[config.mk]
export PLATFORM = sky130hd
export DESIGN_NAME = output_port_scheduler
export DESIGN_NICKNAME = d
export VERILOG_FILES = /design/src/rtl/output_port_scheduler.sv
export SDC_FILE = /design/constraint.sdc
export NUM_CORES = 1
export LEC_CHECK = 0
export ABC_AREA = 1
export CAP_MARGIN = 20
export CORE_ASPECT_RATIO = 0.5
export CORE_UTILIZATION = 50
export CTS_BUF_LIST = sky130_fd_sc_hd__clkbuf_8
export CTS_CLUSTER_SIZE = 14
export DETAILED_ROUTE_END_ITERATION = 6
export PLACE_DENSITY_LB_ADDON = 0.1
export SETUP_SLACK_MARGIN = 0.05
export SYNTH_ARGS = -nofsm -noshare
export SYNTH_HDL_FRONTEND = slang
export SYNTH_SLANG_ARGS = --single-unit
[constraint.sdc]
create_clock -name clk -period 3 [get_ports clk]
set_input_delay 0.9 -clock clk [delete_from_list [all_inputs] [get_ports clk]]
set_output_delay 0.9 -clock clk [all_outputs]
set_load 0.01 [all_outputs]
[src/rtl/output_port_scheduler.sv]
// Wormhole output-port arbiter: round-robin grant among ingress buffers, per-VC credit
// tracking, and a watchdog that frees a port whose owner stops sending mid-packet.
module output_port_scheduler #(
    parameter int NUM_IN      = 8,
    parameter int NUM_VCS     = 2,
    parameter int BUFFER_SIZE = 8,
    parameter int TIMEOUT     = 64,
    localparam int VCW = (NUM_VCS > 1) ? $clog2(NUM_VCS) : 1,
    localparam int CW  = $clog2(BUFFER_SIZE + 1),
    localparam int IW  = (NUM_IN > 1) ? $clog2(NUM_IN) : 1,
    localparam int WW  = (TIMEOUT > 1) ? $clog2(TIMEOUT) : 1
) (
    input  logic                          clk,
    input  logic                          rst,
    input  logic [NUM_IN-1:0]             req,
    input  logic [NUM_IN-1:0][VCW-1:0]    req_vc,
    input  logic [NUM_IN-1:0]             req_tail,
    input  logic                          flit_sent,
    input  logic [NUM_VCS-1:0]            credit_granted,
    output logic [NUM_IN-1:0]             grant,
    output logic                          issue,
    output logic [VCW-1:0]                issue_vc,
    output logic [NUM_VCS-1:0][CW-1:0]    credits,
    output logic                          err_timeout,
    output logic                          err_credit
);

    typedef enum logic [1:0] {IDLE, LOCKED, WAIT_ACK} state_t;

    state_t                       state_q, state_d;
    logic [NUM_IN-1:0]            grant_q, grant_d;
    logic [IW-1:0]                owner_q, owner_d;
    logic [IW-1:0]                rr_ptr_q, rr_ptr_d;
    logic                         tail_q, tail_d;
    logic [WW-1:0]                wd_q, wd_d;
    logic [NUM_VCS-1:0][CW-1:0]   credits_q, credits_d;
    logic                         err_credit_q, credit_overflow;

    logic [NUM_IN-1:0]            eligible;
    logic                         pick_found;
    logic [IW-1:0]                pick_idx;
    logic [VCW-1:0]               owner_vc;
    logic [IW-1:0]                next_owner;
    logic                         timeout_hit;

    always_comb begin
        eligible = '0;
        for (int i = 0; i < NUM_IN; i++) begin
            eligible[i] = req[i] && (credits_q[req_vc[i]] != '0);
        end
    end

    // First eligible requester at or after rr_ptr, wrapping past the top index.
    always_comb begin
        int idx;
        logic [IW-1:0] idx_v;
        pick_found = 1'b0;
        pick_idx   = '0;
        for (int k = 0; k < NUM_IN; k++) begin
            idx = int'(rr_ptr_q) + k;
            if (idx >= NUM_IN) begin
                idx = idx - NUM_IN;
            end
            idx_v = IW'(idx);
            if (!pick_found && eligible[idx_v]) begin
                pick_found = 1'b1;
                pick_idx   = idx_v;
            end
        end
    end

    assign owner_vc    = req_vc[owner_q];
    assign next_owner  = (owner_q == IW'(NUM_IN - 1)) ? '0 : owner_q + 1'b1;
    assign issue       = (state_q == LOCKED) && !rst && req[owner_q] && (credits_q[owner_vc] != '0);
    assign issue_vc    = (state_q == LOCKED) ? owner_vc : '0;
    assign timeout_hit = (state_q == LOCKED) && !rst && !issue && (wd_q == WW'(TIMEOUT - 1));
    assign err_timeout = timeout_hit;
    assign grant       = grant_q;
    assign credits     = credits_q;
    assign err_credit  = err_credit_q;

    always_comb begin
        state_d  = state_q;
        grant_d  = grant_q;
        owner_d  = owner_q;
        rr_ptr_d = rr_ptr_q;
        tail_d   = tail_q;
        wd_d     = '0;
        case (state_q)
            IDLE: begin
                grant_d = '0;
                if (pick_found) begin
                    state_d = LOCKED;
                    grant_d = NUM_IN'(1) << pick_idx;
                    owner_d = pick_idx;
                end
            end
            LOCKED: begin
                if (issue) begin
                    tail_d  = req_tail[owner_q];
                    state_d = WAIT_ACK;
                end else if (timeout_hit) begin
                    state_d  = IDLE;
                    grant_d  = '0;
                    rr_ptr_d = next_owner;
                end else begin
                    wd_d = wd_q + 1'b1;
                end
            end
            WAIT_ACK: begin
                if (flit_sent) begin
                    if (tail_q) begin
                        state_d  = IDLE;
                        grant_d  = '0;
                        rr_ptr_d = next_owner;
                    end else begin
                        state_d = LOCKED;
                    end
                end
            end
            default: begin
                state_d = IDLE;
                grant_d = '0;
            end
        endcase
    end

    // A return and an issue on the same VC cancel; a return at full count is a protocol error.
    always_comb begin
        credits_d       = credits_q;
        credit_overflow = 1'b0;
        for (int v = 0; v < NUM_VCS; v++) begin
            if (issue && (issue_vc == VCW'(v))) begin
                if (!credit_granted[v]) begin
                    credits_d[v] = credits_q[v] - 1'b1;
                end
            end else if (credit_granted[v]) begin
                if (credits_q[v] == CW'(BUFFER_SIZE)) begin
                    credit_overflow = 1'b1;
                end else begin
                    credits_d[v] = credits_q[v] + 1'b1;
                end
            end
        end
    end

    always_ff @(posedge clk) begin
        if (rst) begin
            state_q      <= IDLE;
            grant_q      <= '0;
            owner_q      <= '0;
            rr_ptr_q     <= '0;
            tail_q       <= 1'b0;
            wd_q         <= '0;
            err_credit_q <= 1'b0;
            for (int v = 0; v < NUM_VCS; v++) begin
                credits_q[v] <= CW'(BUFFER_SIZE);
            end
        end else begin
            state_q      <= state_d;
            grant_q      <= grant_d;
            owner_q      <= owner_d;
            rr_ptr_q     <= rr_ptr_d;
            tail_q       <= tail_d;
            wd_q         <= wd_d;
            credits_q    <= credits_d;
            err_credit_q <= err_credit_q | credit_overflow;
        end
    end

endmodule

==> reports/metrics.cfg, run 1 <==
[outcome]
outcome=finished, final reports clean

[place]
gp_congestion=0.903
pre_cts_slack_ns=-0.683
portBuffers=48
dp_cells=573
hpwl_um=6450
place_area_um2=3640

[layout]
drive_gt1_frac=0.347
final_common_cell=nand2_1
syn2layout_area_growth_pct=47.4
stdcell_count=588
final_nets=557
fillers=357
final_cell_mix=nand2_1, buf_4, nand3_1
multiInputGateArea_um2=2180
insertedDiodeCount=0
final_area_um2=4050
final-seq-area_um2=641

[sta]
worst_pin_slew_ns=0.464
finalMaxSlewViolations=0
hold_violations=0
min_period_over_period=0.970
fin_ws_ns=0.0888
maxSlewHeadroom=0.690
fmax_ghz=0.344
clock_skew_ns=0.00646
finalCriticalPeriod_ns=2.91
finalSetupViolCount=0

[global_routing]
grt-ovfl-total=0
grt_antenna_before_repair=0
grt_pass1_vias=2993
grt_max_degree=15
grt_pass1_wl_um=13200
grt.total_usage=0.289

[clock_network]
cts_root_buf=clkbuf_8
postCtsHoldBufs=0
clock_latency_ns=0.28
cts_buffers=5
clock_path_buffers=2
tritoncts=done
clock-sinks=32
htreeDepth=2
clk_pin_slew_ns=0.07

[yosys]
synth_area_um2=2750
yosys_warnings=0
synth.avg_cell_area_um2=6.63
synthesis.nets=454
synth-seq-area-share=0.233
synth_top_area_cell=dfxtp_1
yosys-top-cells-area=dfxtp_1, nand3_1, nand2_1
ys_types=36
yosys_register_bits=32
synth_top_area_frac=0.233
synth_cells=414

[drt]
wire_per_inst_um=15.1
vias_per_cell=5.74
drc=0
first_pass_iters=5
antenna_left=0
drtIter0Drc=250
vias=3378
wirelength_um=8870

[run]
maxCapViolations=0

[setup_path]
worstPathArrival_ns=2.01
path_max_fanout=3
critPathKind=in -> out
cp_data_required_time_ns=2.10
cp-start-kind=input pin
end_kind=output pin

[power_and_ir_drop]
p_leak_nw=1.79
totalPowerFinal_mw=4.89
ir_drop_v=0.000852
cellPowerDensity_nw_per_um2=1210

[die]
start_util=0.537
die_area_um2=5810
die_x_um=107
die_y_um=54.4
rows=18
core_um2=5110
ios=49

[hold_path]
min_path_type=reg -> reg

-- through the flow --
stage                TNS, ns  hold WS (ns)  utilization
detailed placement     -8.27         0.454        0.712
global placement       -6.14         0.443        0.712
global route        -0.00853         0.490        0.792
floorplan                  0         0.430            -
CTS                        0         0.464        0.742
finish                     0         0.471        0.792
-- critical path, stage by stage --
cell           delay (ns)
dlygate4sd2_1        0.26
o21ai_1              0.17
nand3_2              0.11
nand2_2              0.12
nand3_2              0.07
nand2_2              0.12
nand2_1              0.07
inv_1                0.06
buf_2                0.12
-- per-layer routing --
layer	GRT usage	wire length [um]	part of all wire	vias up
met5	0	0	0	-
met4	0.0479	107	0.012	0
met3	0.0548	612	0.069	18
met2	0.539	4320	0.49	147
met1	0.363	3840	0.43	1579
li1	-	-	-	1634
-- cell type report --
class	instances	area share
clock buffer	5	0.0170
clock inverter	3	0.0105
inverter	47	0.0436
multi-input combinational	326	0.538
sequential	32	0.158
tap	70	0.0216
timing repair buffer	105	0.211
-- report_power, final --
part           internal, mW  total [mW]  leakage, nW  switching [mW]
clock network         0.246       0.411       0.0541           0.165
logic                  1.50        3.77         1.47            2.27
registers             0.553       0.708        0.261           0.155
total                  2.30        4.89         1.79            2.59
-- cell usage after synthesis (all sizes together) --
cell type and n:
a211oi 1, a21o 1, a21oi 33, a31oi 2, a41oi 1, buf 7
clkbuf 2, clkinv 1, dfxtp 32, fa 2, ha 9, inv 46
nand2 78, nand3 81, nand3b 7, nand4 13, nor2 46, nor3 2
nor3b 4, o211ai 1, o21ai 32, o221ai 1, o22ai 3, o31ai 1
xnor2 3, xor2 5
-- final timing paths --
| path | start | endpoint | slack [ns] | cells past startpoint |
|---|---|---|---|---|
| max | req_vc[0] | err_timeout | 0.09 | 9 |
| max reg2reg | owner_q[0]$_SDFFE_PP0P_ | credits[7]$_SDFFE_PP1P_ | 0.32 | 16 |
| min reg2reg | grant[0]$_SDFFE_PP0P_ | grant[0]$_SDFFE_PP0P_ | 0.47 | 2 |
| min | grant[0]$_SDFFE_PP0P_ | grant[0]$_SDFFE_PP0P_ | 0.47 | 2 |
-- what timing repair did --
action | in CTS | in global routing
pin swaps | 18 | 37
gates resized for setup | 55 | 80
setup buffers | 3 | 4
setup endpoints to repair | 21 | 18
-- kinds of logic after synthesis --
group | synth area share
flops | 0.233
fa+ha+maj | 0.0556
buf+inv | 0.0815
xor+xnor | 0.0255
simple gates | 0.449
compound gates | 0.155
-- flip-flops by register name, summed over array words and instances (netlist names) --
name and cells:
wd_q 6, rr_ptr_q 3, credits 8, state_q 2, grant 8, owner_q 3
err_credit 1, tail_q 1
No activity file was read; power rests on OpenSTA's default activity.
==> inputs of run 2 (changes only) <==
- PLACE_DENSITY: default -> 0.76
- PLACE_DENSITY_LB_ADDON: 0.1 -> default
==> reports/metrics.cfg, run 2 (same netlist as run 1, synthesis figures left out) <==
[power_and_ir_drop]
totalPowerFinal_mw=4.53  ; -7.3%
cellPowerDensity_nw_per_um2=1160  ; -4.3%
ir_drop_v=0.000697  ; -18%
p_leak_nw=1.74  ; -2.7%
p_int_mw=2.12  ; -7.7%
clkPwrFrac=0.092  ; +0.008
netSwitchingFraction=0.532  ; +0.00205
netSwitchingPower_mw=2.41  ; -7.0%
p_seq_frac=0.158  ; +0.013
p_comb_frac=0.750  ; -0.021

[clock_network]
clock_path_buffers=2  ; unchanged
clk_pin_slew_ns=0.07  ; about the same
clock_latency_ns=0.29  ; about the same
cts_buffers=5  ; unchanged
tritoncts=done
cts_root_buf=clkbuf_8
clock-sinks=32  ; unchanged
htreeDepth=2  ; unchanged

[setup_path]
cp-start-kind=input pin
end_kind=output pin
rr_startpoint=owner_q[1]$_SDFFE_PP0P_
reg2regPathDepth=16  ; unchanged
reg2reg_to=credits[7]$_SDFFE_PP1P_
path_max_fanout=3  ; unchanged
worstPathArrival_ns=2.07  ; +0.06 ns
critPathKind=in -> out
slowest_stage=dlygate4sd2_1
cp_data_required_time_ns=2.10  ; about the same
slowest_delay_ns=0.24  ; -0.02 ns
crit_chain=dlygate4sd2_1 > nor2_1 > o22ai_1 > o211ai_1 > a41oi_2 > nand2_2 > nand2_1 > inv_1 > buf_2
r2r_setup_slack_ns=0.29  ; -0.03 ns

[sta]
worst_pin_slew_ns=0.429  ; -0.0347 ns
tns_ns=0  ; unchanged
min_period_over_period=0.989  ; +0.0182
finalCriticalPeriod_ns=2.97  ; +0.0546 ns
maxSlewHeadroom=0.714  ; +0.0231
finalMaxSlewViolations=0  ; unchanged
finalSetupViolCount=0  ; unchanged
clock_skew_ns=0.00659  ; +0.000132 ns
hold_violations=0  ; unchanged
fin_ws_ns=0.0342  ; -0.0546 ns
fmax_ghz=0.337  ; -1.8%

[global_routing]
grt-ovfl-total=0  ; unchanged
grt_pass1_vias=2997  ; +0.13%
grt_max_degree=15  ; unchanged
grt_pass1_wl_um=13200  ; -0.57%
grt_antenna_before_repair=0  ; unchanged
grt.total_usage=0.292  ; +0.00292

[drt]
antenna_left=0  ; unchanged
vias=3298  ; -2.4%
vias_per_cell=5.65  ; -1.7%
first_pass_iters=5  ; unchanged
drc=0  ; unchanged
drtIter0Drc=201  ; -20%
wirelength_um=8470  ; -4.6%
wire_per_inst_um=14.5  ; -3.9%

[layout]
drive_gt1_frac=0.309  ; -0.0382
post-route-util=0.767  ; -0.0252
final_area_um2=3920  ; -3.2%
final_cell_mix=nand3_1, nand2_1, buf_4
insertedDiodeCount=0  ; unchanged
fillers=391  ; +9.5%
syn2layout_area_growth_pct=42.7
final-seq-area_um2=642  ; +0.20%
final_nets=553  ; -0.72%
final_common_cell=nand3_1
multiInputGateArea_um2=2080  ; -4.5%

[hold_path]
hold_path_end=grant[7]$_SDFFE_PP0P_
min_path_type=reg -> reg
worstHoldStart=grant[7]$_SDFFE_PP0P_
hold_depth=2  ; unchanged

[run]
maxCapViolations=0  ; unchanged

[place]
portBuffers=48  ; unchanged
place_area_um2=3620  ; -0.62%
hpwl_um=6210  ; -3.7%
gp_congestion=0.929  ; +2.9%
pre_cts_slack_ns=-0.728  ; -0.0452 ns

[die]
core_um2=5110  ; unchanged
die_x_um=107  ; unchanged
die_area_um2=5810  ; unchanged
rows=18  ; unchanged
ios=49  ; unchanged
start_util=0.537  ; unchanged
die_y_um=54.4  ; unchanged

[outcome]
outcome=finished, final reports clean

-- run 2: changes by cell type in the layout (fill, tap and decap cells not counted), moves of 3 or more --
| cell | previous run | this run |
|---|---|---|
| a21oi_2 | 8 | 4 |
| nand3_1 | 52 | 59 |
| nand3_2 | 24 | 17 |
| a21oi_1 | 25 | 29 |
| clkbuf_2 | 9 | 6 |
-- run 2: stage by stage --
stage                     cells  hold WS, ns
after floorplan             414        0.430
after global placement      570        0.444
after detailed placement    570        0.456
after CTS                   580        0.469
after global routing        584        0.476
final                       584        0.469
-- run 2: what timing repair did --
item / in CTS / in global routing
setup endpoints to repair: 20 / 18
pin swaps: 14 / 34
hold buffers: 0 / 0
resized for setup: 50 / 64
buffers inserted: 2 / 4
endpoints found under the hold margin: 0 / 0
-- run 2: worst max path at each step --
stage	start	end	slack (ns)	cells past startpoint
after floorplan	req_vc[1]	credits[7]$_SDFFE_PP1P_	0.21	15
final	req[0]	err_timeout	0.03	9
after CTS	req_vc[5]	err_timeout	0.05	10
after global routing	req_vc[7]	grant[7]$_SDFFE_PP0P_	-0.05	16
after global placement	req[6]	issue	-0.65	8
after detailed placement	req[6]	issue	-0.73	8
-- run 2: layout make-up --
class	count	share of cell area
multi-input cells	326	0.530
clock inverters	3	0.0109
well taps	70	0.0223
clock buffers	5	0.0176
inverters	47	0.0456
flip-flops and latches	32	0.164
repair buffers	101	0.209
-- run 2: power by group through the flow --
stage               clock (mW)  sequential, mW  combinational (mW)
finish                   0.416           0.717                3.40
global route             0.441           0.739                3.71
CTS                      0.420           0.708                3.02
detailed placement           0           0.715                2.97
global placement             0           0.706                2.88
floorplan                    0           0.704                1.91
-- run 2: routing by layer --
| layer | global-route usage | vias to the layer above | share of wire | wire (um) |
|---|---|---|---|---|
| li1 | - | 1618 | - | - |
| met1 | 0.353 | 1528 | 0.43 | 3680 |
| met2 | 0.544 | 134 | 0.49 | 4130 |
| met3 | 0.0429 | 18 | 0.063 | 533 |
| met4 | 0.116 | 0 | 0.015 | 126 |
| met5 | 0 | - | 0 | 0 |
-- run 2: critical path, delay by kind of cell --
| kind | cells | cell delay [ns] |
|---|---|---|
| and+or+nand+nor | 3 | 0.23 |
| buffers and inverters | 3 | 0.42 |
| AOI/OAI and AO/OA | 3 | 0.53 |
==> RTL edit 1 (settings of run 1) <==
Re-encode `state_t` (3 states) as one-hot, 3 bits wide.
--- a/src/rtl/output_port_scheduler.sv
+++ b/src/rtl/output_port_scheduler.sv
@@ -25,7 +25,7 @@
     output logic                          err_credit
 );
 
-    typedef enum logic [1:0] {IDLE, LOCKED, WAIT_ACK} state_t;
+    typedef enum logic [2:0] {IDLE = 3'b001, LOCKED = 3'b010, WAIT_ACK = 3'b100} state_t;
 
     state_t                       state_q, state_d;
     logic [NUM_IN-1:0]            grant_q, grant_d;
Function: no difference found for any inputs over 4 cycles, from zero or initial values and one cycle with rst high; so few cycles prove little.
==> RTL edit 1 against run 1 <==
  * The run now ends with negative setup slack left
  * Total power down 33%
  * Worst hold slack worse by 16 ps
  * Worst setup slack worse by 130 ps
  * Maximum frequency down 4.4%
  * Final area down 1.7%
  * Wire length down 6.4%
  * Non-clock buffer count up 3
  * Area after synthesis up 1.5%
  * Sequential cell count up 1
  * Critical path type is now in2reg
  * Largest cell class unchanged
  * Largest power group unchanged
  * Highest routed layer unchanged
==> RTL edit 1: results (changes against run 1) <==
Leakage - 0.001839 uW (was 0.001790 uW)
Reg2Reg Setup Slack - 60 ps (was 320 ps)
Setup TNS - -73.05 ps (was 0 ps)
First-pass GRT wire length - 12570 um (was 13250 um)
Post-DP HPWL - 6148 um (was 6451 um)
Final setup violating endpoints - 2 (was 0)
Largest net degree at the start of global routing - 16 (was 15)
WL met2 - 3866 um (was 4319 um)
Worst Max-Slew Pin Slew - 443.4 ps (was 463.9 ps)
Initial DRC count - 173 (was 250)
Placed cells - 600 (was 573)
Initial DRT Pass Iterations - 4 (was 5)
Met2 GRT Util - 49.36% (was 53.87%)
# Post-CTS Setup Buffers - 5 (was 3)
Status - finished, violations left (was completed)
Net Sw Frac - 49.67% (was 52.98%)
Met1 usage - 36.33% (was 36.30%)
Post-synthesis cell type count - 39 (was 36)
Routability cong. - 0.9054 (was 0.9025)
Met1 Routed Length - 3980 um (was 3835 um)
Area of placed instances - 3707 sq um (was 3642 sq um)
Failing checks - negative setup slack
Post-CTS Resized - 86 (was 55)
Post-synth net total - 478 (was 454)
Reg-to-Reg Start - state_q[1] (was owner_q[0])
Setup ws final - -45.67 ps (was 88.84 ps)
Maximum vdd drop - 0.0006236 V (was 0.0008518 V)
Adder-cell share of the synthesized area - 5.473% (was 5.558%)
Critical Path AT - 3220 ps (was 2010 ps)
## RTL edit 1: cell types whose count changed after synthesis, moves of 6 or more
cell     before  now
nand2_1      67   97
o21ai_0      23   31
nand3_2      14    7
o21ai_1       7    1
## RTL edit 1: layout make-up
cell class	instances	area, sq um
fill	410	1155
sequential	33	660.6
timing repair buffer	108	909.6
clock buffer	5	68.82
inverter	49	193.9
tap	70	87.58
multi-input combinational	348	2046
clock inverter	3	13.76
## RTL edit 1: cells by family after synthesis
group | count (synthesis)
compound gates | 78
xor+xnor | 8
fa+ha+maj | 11
buf+inv | 57
flops | 33
simple gates | 251
## RTL edit 1: worst max-delay path by stage
stage	start	end	slack, ps	cells after the start
CTS	req_vc[5]	err_timeout	-30	13
finish	req_vc[4]	credits[7]	-50	19
floorplan	req_vc[1]	credits[7]	50	18
global placement	req_vc[2]	err_timeout	-860	13
global route	req[6]	credits[7]	-190	20
detailed placement	req_vc[2]	err_timeout	-910	13
==> RTL edit 2 (flow settings as in run 1) <==
Made on the original files. Change the parameter `NUM_IN` from 8 to 16.
--- a/src/rtl/output_port_scheduler.sv
+++ b/src/rtl/output_port_scheduler.sv
@@ -1,7 +1,7 @@
 // Wormhole output-port arbiter: round-robin grant among ingress buffers, per-VC credit
 // tracking, and a watchdog that frees a port whose owner stops sending mid-packet.
 module output_port_scheduler #(
-    parameter int NUM_IN      = 8,
+    parameter int NUM_IN      = 16,
     parameter int NUM_VCS     = 2,
     parameter int BUFFER_SIZE = 8,
     parameter int TIMEOUT     = 64,
Interface: changed (resized grant, req, req_tail and req_vc); port bits go from 49 to 81. No check against the original RTL was run, so the function may have changed too.
==> RTL edit 2 against run 1 <==
  * The run now ends with design-rule violations, negative setup slack left
  * First-iteration DRC count grew to 4.1 times the old value
  * Total power is 120% higher
  * Global-route usage is 12 points higher
  * Area after synthesis up 70%
  * Combinational power grew to 2.5 times the old value
  * Final area rose by 93%
  * Largest cell class unchanged
  * Worst setup slack lost 830 ps
  * Sequential cell count increased by 10
  * Critical endpoint is now grant[10]
  * Wire length increased to 2.5 times the old value
==> RTL edit 2: results (changes against run 1) <==
Status - finished, violations left (was completed)
Failing checks - design-rule violations, negative setup slack
WHS Endpoint - wd_q[0] (was grant[0])
Total Routing Usage GR - 41.12% (was 28.94%)
Multi-In Gates - 597 (was 326)
Reg-to-Reg Start - credits[0] (was owner_q[0])
Initial DRC count - 1031 (was 250)
Layout cell share with drive strength beyond 1 - 41.91% (was 34.75%)
Multi-input combinational area share - 52.02% (was 53.77%)
Leakage - 0.003611 uW (was 0.001790 uW)
Seq/Total Area, Yosys - 17.96% (was 23.33%)
Synth cell count leaders - 141 x nand2_1, 109 x nand3_1, 85 x inv_1, 76 x nor2_1, 61 x nand4_1 (was 67 x nand2_1, 67 x nand3_1, 41 x inv_1, 33 x a21oi_1, 32 x dfxtp_1)
Synth area leaders - dfxtp_1 18%, nand3_1 12%, nand2_1 11% (was dfxtp_1 23%, nand3_1 12%, nand2_1 9.2%)
Vias - 7181 (was 3378)
Setup TNS - -12480 ps (was 0 ps)
Critical Path AT - 3970 ps (was 2010 ps)
Combinational share of power - 87.6% (was 77.1%)
#FFs+latches synth - 42 (was 32)
Nets - 1074 (was 557)
Final setup violating endpoints - 30 (was 0)
Inverters - 96 (was 47)
Maximum vdd drop - 0.0006297 V (was 0.0008518 V)
CP peak stage delay - 240 ps (was 260 ps)
Worst hold path depth - 1 (was 2)
Met3 GRT Util - 9.465% (was 5.476%)
Met2 GRT Util - 67.28% (was 53.87%)
R2R depth - 26 (was 16)
Setup ws final - -737.2 ps (was 88.84 ps)
DRC Markers - 23 (was 0)
Initial DRT Pass Iterations - 7 (was 5)
# Post-CTS Setup Buffers - 29 (was 3)
Clk pin slew, worst setup/hold paths - 90 ps (was 70 ps)
Largest net degree at the start of global routing - 23 (was 15)
Worst Max-Slew Pin Slew - 648.7 ps (was 463.9 ps)
Max Clock Skew - 5.593 ps (was 6.455 ps)
Repair and plain buffers - 264 (was 105)
WL/cell - 19.99 um (was 15.09 um)
Post-CTS Resized - 232 (was 55)
Layout filler cell count - 470 (was 357)
Post-synth net total - 830 (was 454)
Clock-cell share of area - 1.406% (was 2.750%)
HP Start - wd_q[0] (was grant[0])
Post-synthesis cell type count - 48 (was 36)
Number of global-route vias before repair - 6332 (was 2993)
Overall power - 10790 uW (was 4889 uW)
## RTL edit 2: cell types whose count changed after synthesis, moves of 12 or more
cell      before  now
inv_1         41   85
nor2_1        31   76
nand2_1       67  141
clkbuf_1       2   14
nand3_1       67  109
o21ai_0       23   48
nand4_1       11   61
a21oi_1       33   46
## RTL edit 2: kinds of logic after synthesis
kind of cell               count (synthesis)  synth area share [%]
and+or+nand+nor                          445                 49.80
DFF                                       42                 17.96
adders and majority gates                 15                 4.331
buffers and inverters                    123                 10.61
AOI/OAI and AO/OA                        122                 14.33
xor gates and xnor gates                  15                 2.967
## RTL edit 2: through the flow
stage	cells	hold slack [ps]	setup slack [ps]	area, sq um
6_report	1124	474.0	-737.2	7831
5_1_grt	1124	496.2	-930.0	7831
4_1_cts	1119	467.2	-478.4	7485
3_5_place_dp	1085	454.5	-1253	6773
3_3_place_gp	1085	448.9	-1180	6773
2_1_floorplan	762	429.5	-221.1	4753
